$ cat src/rtl/phy_rx_lane_deskew.sv
// Two-lane receive deskew controller: tracks lane activity, measures the
// skew between COM sync bytes on both lanes and, once the skew has been
// seen LOCK_COUNT times in a row, drives the per-lane delay selects.
//
// state  | meaning
// IDLE   | a lane is inactive; all outputs held at 0
// HUNT   | waiting for the first complete COM pair
// CHECK  | confirming the recorded skew over consecutive pairs
// LOCKED | delay selects applied, lanes_aligned high
module phy_rx_lane_deskew #(
    parameter logic [7:0] COM_BYTE     = 8'hBC,
    parameter int         MAX_SKEW     = 3,
    parameter int         LOCK_COUNT   = 4,
    parameter int         LOSS_COUNT   = 4,
    parameter int         IDLE_TIMEOUT = 16
) (
    input  logic       clk_4f,
    input  logic       reset,
    input  logic [7:0] byte_in0,
    input  logic       valid_in0,
    input  logic [7:0] byte_in1,
    input  logic       valid_in1,
    output logic [1:0] dly_sel0,
    output logic [1:0] dly_sel1,
    output logic       lanes_aligned,
    output logic       active0,
    output logic       active1,
    output logic       skew_error
);

    localparam int CW = $clog2(LOCK_COUNT + 1);
    localparam int LW = $clog2(LOSS_COUNT + 1);
    localparam int IW = $clog2(IDLE_TIMEOUT + 1);

    localparam logic [1:0]    MAX_K  = MAX_SKEW[1:0];
    localparam logic [CW-1:0] LOCK_N = CW'(LOCK_COUNT);
    localparam logic [LW-1:0] LOSS_N = LW'(LOSS_COUNT);
    localparam logic [IW-1:0] IDLE_N = IW'(IDLE_TIMEOUT);

    typedef enum logic [1:0] {IDLE, HUNT, CHECK, LOCKED} state_t;
    typedef enum logic [1:0] {EARLY_NONE, EARLY_L0, EARLY_L1} early_t;

    state_t        state_q;
    logic [CW-1:0] match_q;
    logic [LW-1:0] miss_q;
    logic [1:0]    skew_rec_q;
    early_t        early_rec_q;
    logic [1:0]    dly0_q, dly1_q;
    logic          aligned_q, err_q;

    logic          com0, com1;
    logic [IW-1:0] idle0_q, idle0_d, idle1_q, idle1_d;
    logic          act0_q, act0_d, act1_q, act1_d;
    logic          both_act_d, run;

    logic          pend_q, pend_d;
    logic          pend_lane_q, pend_lane_d;
    logic [1:0]    k_q, k_d;
    logic          own_com, oth_com;
    logic          pair_ev, tmo_ev, pair_match;
    logic [1:0]    pair_skew;
    early_t        pair_early;

    assign com0 = valid_in0 && (byte_in0 == COM_BYTE);
    assign com1 = valid_in1 && (byte_in1 == COM_BYTE);

    // Lane activity: COM sets a lane active, IDLE_TIMEOUT quiet cycles clear it.
    always_comb begin
        idle0_d = idle0_q;
        idle1_d = idle1_q;
        if (valid_in0)             idle0_d = '0;
        else if (idle0_q < IDLE_N) idle0_d = idle0_q + 1'b1;
        if (valid_in1)             idle1_d = '0;
        else if (idle1_q < IDLE_N) idle1_d = idle1_q + 1'b1;
        act0_d = com0 ? 1'b1 : ((idle0_d == IDLE_N) ? 1'b0 : act0_q);
        act1_d = com1 ? 1'b1 : ((idle1_d == IDLE_N) ? 1'b0 : act1_q);
    end

    assign both_act_d = act0_d && act1_d;
    assign run        = (state_q != IDLE) && both_act_d;

    // Register lane activity and idle counters.
    always_ff @(posedge clk_4f or posedge reset) begin
        if (reset) begin
            idle0_q <= '0;
            idle1_q <= '0;
            act0_q  <= 1'b0;
            act1_q  <= 1'b0;
        end else begin
            idle0_q <= idle0_d;
            idle1_q <= idle1_d;
            act0_q  <= act0_d;
            act1_q  <= act1_d;
        end
    end

    // Pair measurement: k_q holds the current cycle distance from the pending COM,
    // so a timeout fires in the cycle where k would step past MAX_SKEW.
    always_comb begin
        pair_ev     = 1'b0;
        tmo_ev      = 1'b0;
        pair_skew   = 2'd0;
        pair_early  = EARLY_NONE;
        pend_d      = pend_q;
        pend_lane_d = pend_lane_q;
        k_d         = k_q;
        own_com     = pend_lane_q ? com1 : com0;
        oth_com     = pend_lane_q ? com0 : com1;
        if (!pend_q) begin
            if (com0 && com1) begin
                pair_ev = 1'b1;
            end else if (com0) begin
                pend_d      = 1'b1;
                pend_lane_d = 1'b0;
                k_d         = 2'd1;
            end else if (com1) begin
                pend_d      = 1'b1;
                pend_lane_d = 1'b1;
                k_d         = 2'd1;
            end
        end else if (oth_com) begin
            pair_ev    = 1'b1;
            pair_skew  = k_q;
            pair_early = pend_lane_q ? EARLY_L1 : EARLY_L0;
            pend_d     = 1'b0;
            k_d        = 2'd0;
        end else if (own_com) begin
            k_d = 2'd1;
        end else if (k_q == MAX_K) begin
            tmo_ev = 1'b1;
            pend_d = 1'b0;
            k_d    = 2'd0;
        end else begin
            k_d = k_q + 2'd1;
        end
    end

    assign pair_match = pair_ev && (pair_skew == skew_rec_q) && (pair_early == early_rec_q);

    // Measurement engine state; held clear whenever the controller is idle.
    always_ff @(posedge clk_4f or posedge reset) begin
        if (reset) begin
            pend_q      <= 1'b0;
            pend_lane_q <= 1'b0;
            k_q         <= 2'd0;
        end else if (!run) begin
            pend_q      <= 1'b0;
            pend_lane_q <= 1'b0;
            k_q         <= 2'd0;
        end else begin
            pend_q      <= pend_d;
            pend_lane_q <= pend_lane_d;
            k_q         <= k_d;
        end
    end

    // Alignment FSM with registered outputs; a lane going inactive wins over pair events.
    always_ff @(posedge clk_4f or posedge reset) begin
        if (reset) begin
            state_q     <= IDLE;
            match_q     <= '0;
            miss_q      <= '0;
            skew_rec_q  <= 2'd0;
            early_rec_q <= EARLY_NONE;
            dly0_q      <= 2'd0;
            dly1_q      <= 2'd0;
            aligned_q   <= 1'b0;
            err_q       <= 1'b0;
        end else if (!both_act_d) begin
            state_q   <= IDLE;
            match_q   <= '0;
            miss_q    <= '0;
            dly0_q    <= 2'd0;
            dly1_q    <= 2'd0;
            aligned_q <= 1'b0;
            err_q     <= 1'b0;
        end else begin
            err_q <= 1'b0;
            case (state_q)
                IDLE: begin
                    if (act0_q && act1_q) state_q <= HUNT;
                end
                HUNT: begin
                    if (pair_ev) begin
                        skew_rec_q  <= pair_skew;
                        early_rec_q <= pair_early;
                        match_q     <= CW'(1);
                        state_q     <= CHECK;
                    end else if (tmo_ev) begin
                        err_q <= 1'b1;
                    end
                end
                CHECK: begin
                    if (pair_match) begin
                        if (match_q + 1'b1 >= LOCK_N) begin
                            match_q   <= LOCK_N;
                            miss_q    <= '0;
                            state_q   <= LOCKED;
                            aligned_q <= 1'b1;
                            dly0_q    <= (early_rec_q == EARLY_L0) ? skew_rec_q : 2'd0;
                            dly1_q    <= (early_rec_q == EARLY_L1) ? skew_rec_q : 2'd0;
                        end else begin
                            match_q <= match_q + 1'b1;
                        end
                    end else if (pair_ev || tmo_ev) begin
                        err_q   <= 1'b1;
                        match_q <= '0;
                        state_q <= HUNT;
                    end
                end
                LOCKED: begin
                    if (pair_match) begin
                        miss_q <= '0;
                    end else if (pair_ev || tmo_ev) begin
                        err_q <= 1'b1;
                        if (miss_q + 1'b1 >= LOSS_N) begin
                            state_q   <= HUNT;
                            miss_q    <= '0;
                            match_q   <= '0;
                            dly0_q    <= 2'd0;
                            dly1_q    <= 2'd0;
                            aligned_q <= 1'b0;
                        end else begin
                            miss_q <= miss_q + 1'b1;
                        end
                    end
                end
                default: state_q <= IDLE;
            endcase
        end
    end

    assign dly_sel0      = dly0_q;
    assign dly_sel1      = dly1_q;
    assign lanes_aligned = aligned_q;
    assign active0       = act0_q;
    assign active1       = act1_q;
    assign skew_error    = err_q;

endmodule

$ cat config.mk
export PLATFORM = sky130hd
export DESIGN_NAME = phy_rx_lane_deskew
export DESIGN_NICKNAME = d
export VERILOG_FILES = /design/src/rtl/phy_rx_lane_deskew.sv
export SDC_FILE = /design/constraint.sdc
export NUM_CORES = 1
export LEC_CHECK = 0
export ABC_AREA = 1
export BUFFER_PORTS_ARGS = -buffer_cell sky130_fd_sc_hd__buf_2
export CORE_MARGIN = 2
export CORE_UTILIZATION = 30
export DETAILED_ROUTE_END_ITERATION = 7
export GPL_TIMING_DRIVEN = 0
export PLACE_DENSITY = 0.52
export REMOVE_ABC_BUFFERS = 1
export SYNTH_ARGS = -nofsm -noshare
export SYNTH_HDL_FRONTEND = slang
export SYNTH_SLANG_ARGS = --single-unit
$ cat constraint.sdc
create_clock -name clk_4f -period 2.5 [get_ports clk_4f]
set_input_delay 0.75 -clock clk_4f [delete_from_list [all_inputs] [get_ports clk_4f]]
set_output_delay 0.75 -clock clk_4f [all_outputs]
set_load 0.02 [all_outputs]
==> metrics <==
HP Class reg -> reg; post-DR vias/cell 4.57; nets 385; Hold Path Origin dly_sel0[0]$_DFFE_PP0P_; flop and latch count out of synthesis 34; sequential element share of the synthesized area 35.8%; die area 8660 sq um; Post-Syn Area per Cell 7.53 sq um; Pre-antenna DRT Iters 4; status completed; hold path depth 2; number of port buffers 27; Layout Skew 0.00473 ns; critical path fanouts, max 5; cell area after synthesis 2380 sq um; CP required 2.68 ns; CTS tree yes; routed vias 2087; area growth from synthesis to layout 18.4%; clk sinks 34; R2R Path End miss_q[1]$_DFFE_PP0P_; setup slack, reg-to-reg 0.25 ns; Wirelength per Cell 11.1 microns; starting density of the core 31.0%; ys async rst share 100%; Pleak 0.00151 uW; CP arrival 2.52 ns; hold path endpoint dly_sel0[0]$_DFFE_PP0P_; global-route wire length before repair 9160 microns; std cell rows 32; f_max 428 MHz; ANT nets after route 0; Slew Limit Headroom 45.9%; I/O pins 28; DRC Markers 0; R2R depth 17; Hold Vio Cnt, Final 0; critical path class in -> reg; Worst-Margin Slew 0.810 ns; vias in the first global route 2036; grt ovf 0; worst reg2reg startpoint idle1_q[0]$_DFF_PP0_; initial antenna violation count 0; GP Congestion 0.797; Hold Buf Count CTS 0; Die Y 93.1 microns; power density cells 424 nW/um^2; top post-synthesis cells by area dfrtp_1 (36%), nand2_1 (12%), inv_1 (7.7%); core area 7690 sq um; maxcap violations 0; Synth area leader dfrtp_1; fillcell total 809; Ys Warns 0; nature of the critical path startpoint input port; Period Utilization, post-route 93.5%; share of cells above drive strength 1 26.5%; Die Width 93.1 microns; min cycle time layout 2.34 ns; largest net degree at the start of global routing 19; Iter 0 DRT Violations 95; Worst setup EP type flip-flop; clock buffer depth 2; CTS Root Cell clkbuf_8; Synth Instances 316; Skew-Pair Late Insertion Delay 0.30 ns; Top FF cell, synth dfrtp_1; Peak VDD IR 145 uV; n_diodes 0; post-synthesis cell type count 33; share of the synthesized area in the top cell type 35.8%; CP startpoint byte_in1[1]; top cells by count, synth nand2_1 (76), inv_1 (49), dfrtp_1 (34), nand3_1 (32), nor2_1 (23); Num CTS Buffers 5; count leader, synth nand2_1; core utilization of the finished layout 36.7%; dpl hpwl 3990 microns; final-report max-slew violation count 0; Total Power 1190 uW; EDFF count, synth 0; clock-pin slew on the worst setup and hold paths 0.07 ns; Post-Route WL 5080 microns; GRT Total Usage 13.2%; htree depth 2; # setup viols final 0
[worst max path at each step]
stage                              endpoint  slack (ns)  depth (start not counted)
floorplan           dly_sel0[0]$_DFFE_PP0P_        0.12                         15
global route          miss_q[0]$_DFFE_PP0P_      -0.009                         16
detailed placement  dly_sel0[1]$_DFFE_PP0P_       -0.19                         16
global placement    dly_sel1[1]$_DFFE_PP0P_       -0.18                         16
CTS                 dly_sel0[1]$_DFFE_PP0P_        0.12                         16
finish                miss_q[1]$_DFFE_PP0P_        0.16                         16
[layout by cell type (no fill, tap or decap), types with 3 or more instances in the layout]
master / n
o21ai_1: 4
nand4_1: 12
nand2_1: 74
dfrtp_1: 34
nand2_4: 4
nor2_2: 4
o21ai_2: 4
nand2_2: 12
nand3_4: 4
nand3_2: 4
nor2_1: 22
inv_2: 12
buf_2: 27
buf_4: 3
ha_1: 11
o21ai_0: 8
clkbuf_8: 5
inv_1: 49
nand3_1: 32
nor2_4: 6
[flip-flops by register name, indices dropped and copies added (netlist names), 2 cells and up]
register     cells
state_q          2
skew_rec_q       2
k_q              2
early_rec_q      2
miss_q           3
match_q          3
idle1_q          5
dly_sel0         2
dly_sel1         2
idle0_q          5
[cell type report]
type | count | area (sq um) | area share, %
tap | 102 | 128 | 4.53
multi-input combinational | 219 | 1310 | 46.4
timing repair buffer | 31 | 185 | 6.57
clock buffer | 7 | 76.3 | 2.71
sequential | 34 | 851 | 30.2
inverter | 63 | 239 | 8.48
clock inverter | 1 | 30.0 | 1.07
[repair_timing]
action                     4_1_cts  5_1_grt
setup endpoints to repair        0       13
gates resized for setup          0        5
buffers inserted                 0        3
[kinds of logic (layout without fill, tap and decap cells)]
group,count (synthesis),in the layout,synth area share [%]
AND/OR/NAND/NOR,183,184,41.6
AO/OA/AOI/OAI,23,23,6.26
buffers and inverters,64,102,10.3
flip-flops,34,34,35.8
adder cells (fa/ha/maj),11,11,5.78
XOR/XNOR,1,1,0.368
[per-layer routing]
layer	up-vias	wire length (microns)	part of all wire [%]	track usage (%)
met5	-	0	0	0
met4	0	90	1.8	5.02
met3	6	160	3.2	2.66
met2	27	2460	49	22.6
met1	974	2360	47	16.4
li1	1080	-	-	-
[where the power goes]
group          internal, uW  total (uW)  switching, uW  leakage [uW]
Sequential              562         573           10.9      0.000453
Combinational          42.0         110           67.9       0.00100
Clock                   298         512            213     0.0000524
[critical path, cell delays in order]
cell and delay [ns]:
buf_2 0.10, nor2_2 0.11, nand2_1 0.09, nor2_4 0.15, nand2_4 0.09, inv_1 0.06
ha_1 0.15, nand2_1 0.09, nand3_4 0.08, nand3_2 0.09, nor2_4 0.13, nand3_4 0.10
a21oi_4 0.27, nand2_2 0.12, nand2_1 0.07, o21ai_1 0.06
[through the flow]
| step | worst slack (ns) | instance area [sq um] | hold WS (ns) | setup TNS, ns | std cells |
|---|---|---|---|---|---|
| finish | 0.163 | 2820 | 0.477 | 0 | 457 |
| global placement | -0.180 | 2640 | 0.462 | -2.03 | 444 |
| detailed placement | -0.189 | 2670 | 0.465 | -2.27 | 445 |
| CTS | 0.120 | 2770 | 0.484 | 0 | 453 |
| global route | -0.00881 | 2820 | 0.504 | -0.0290 | 457 |
| floorplan | 0.117 | 2370 | 0.445 | 0 | 315 |
Note: power is estimated with default switching activity, not from simulation.
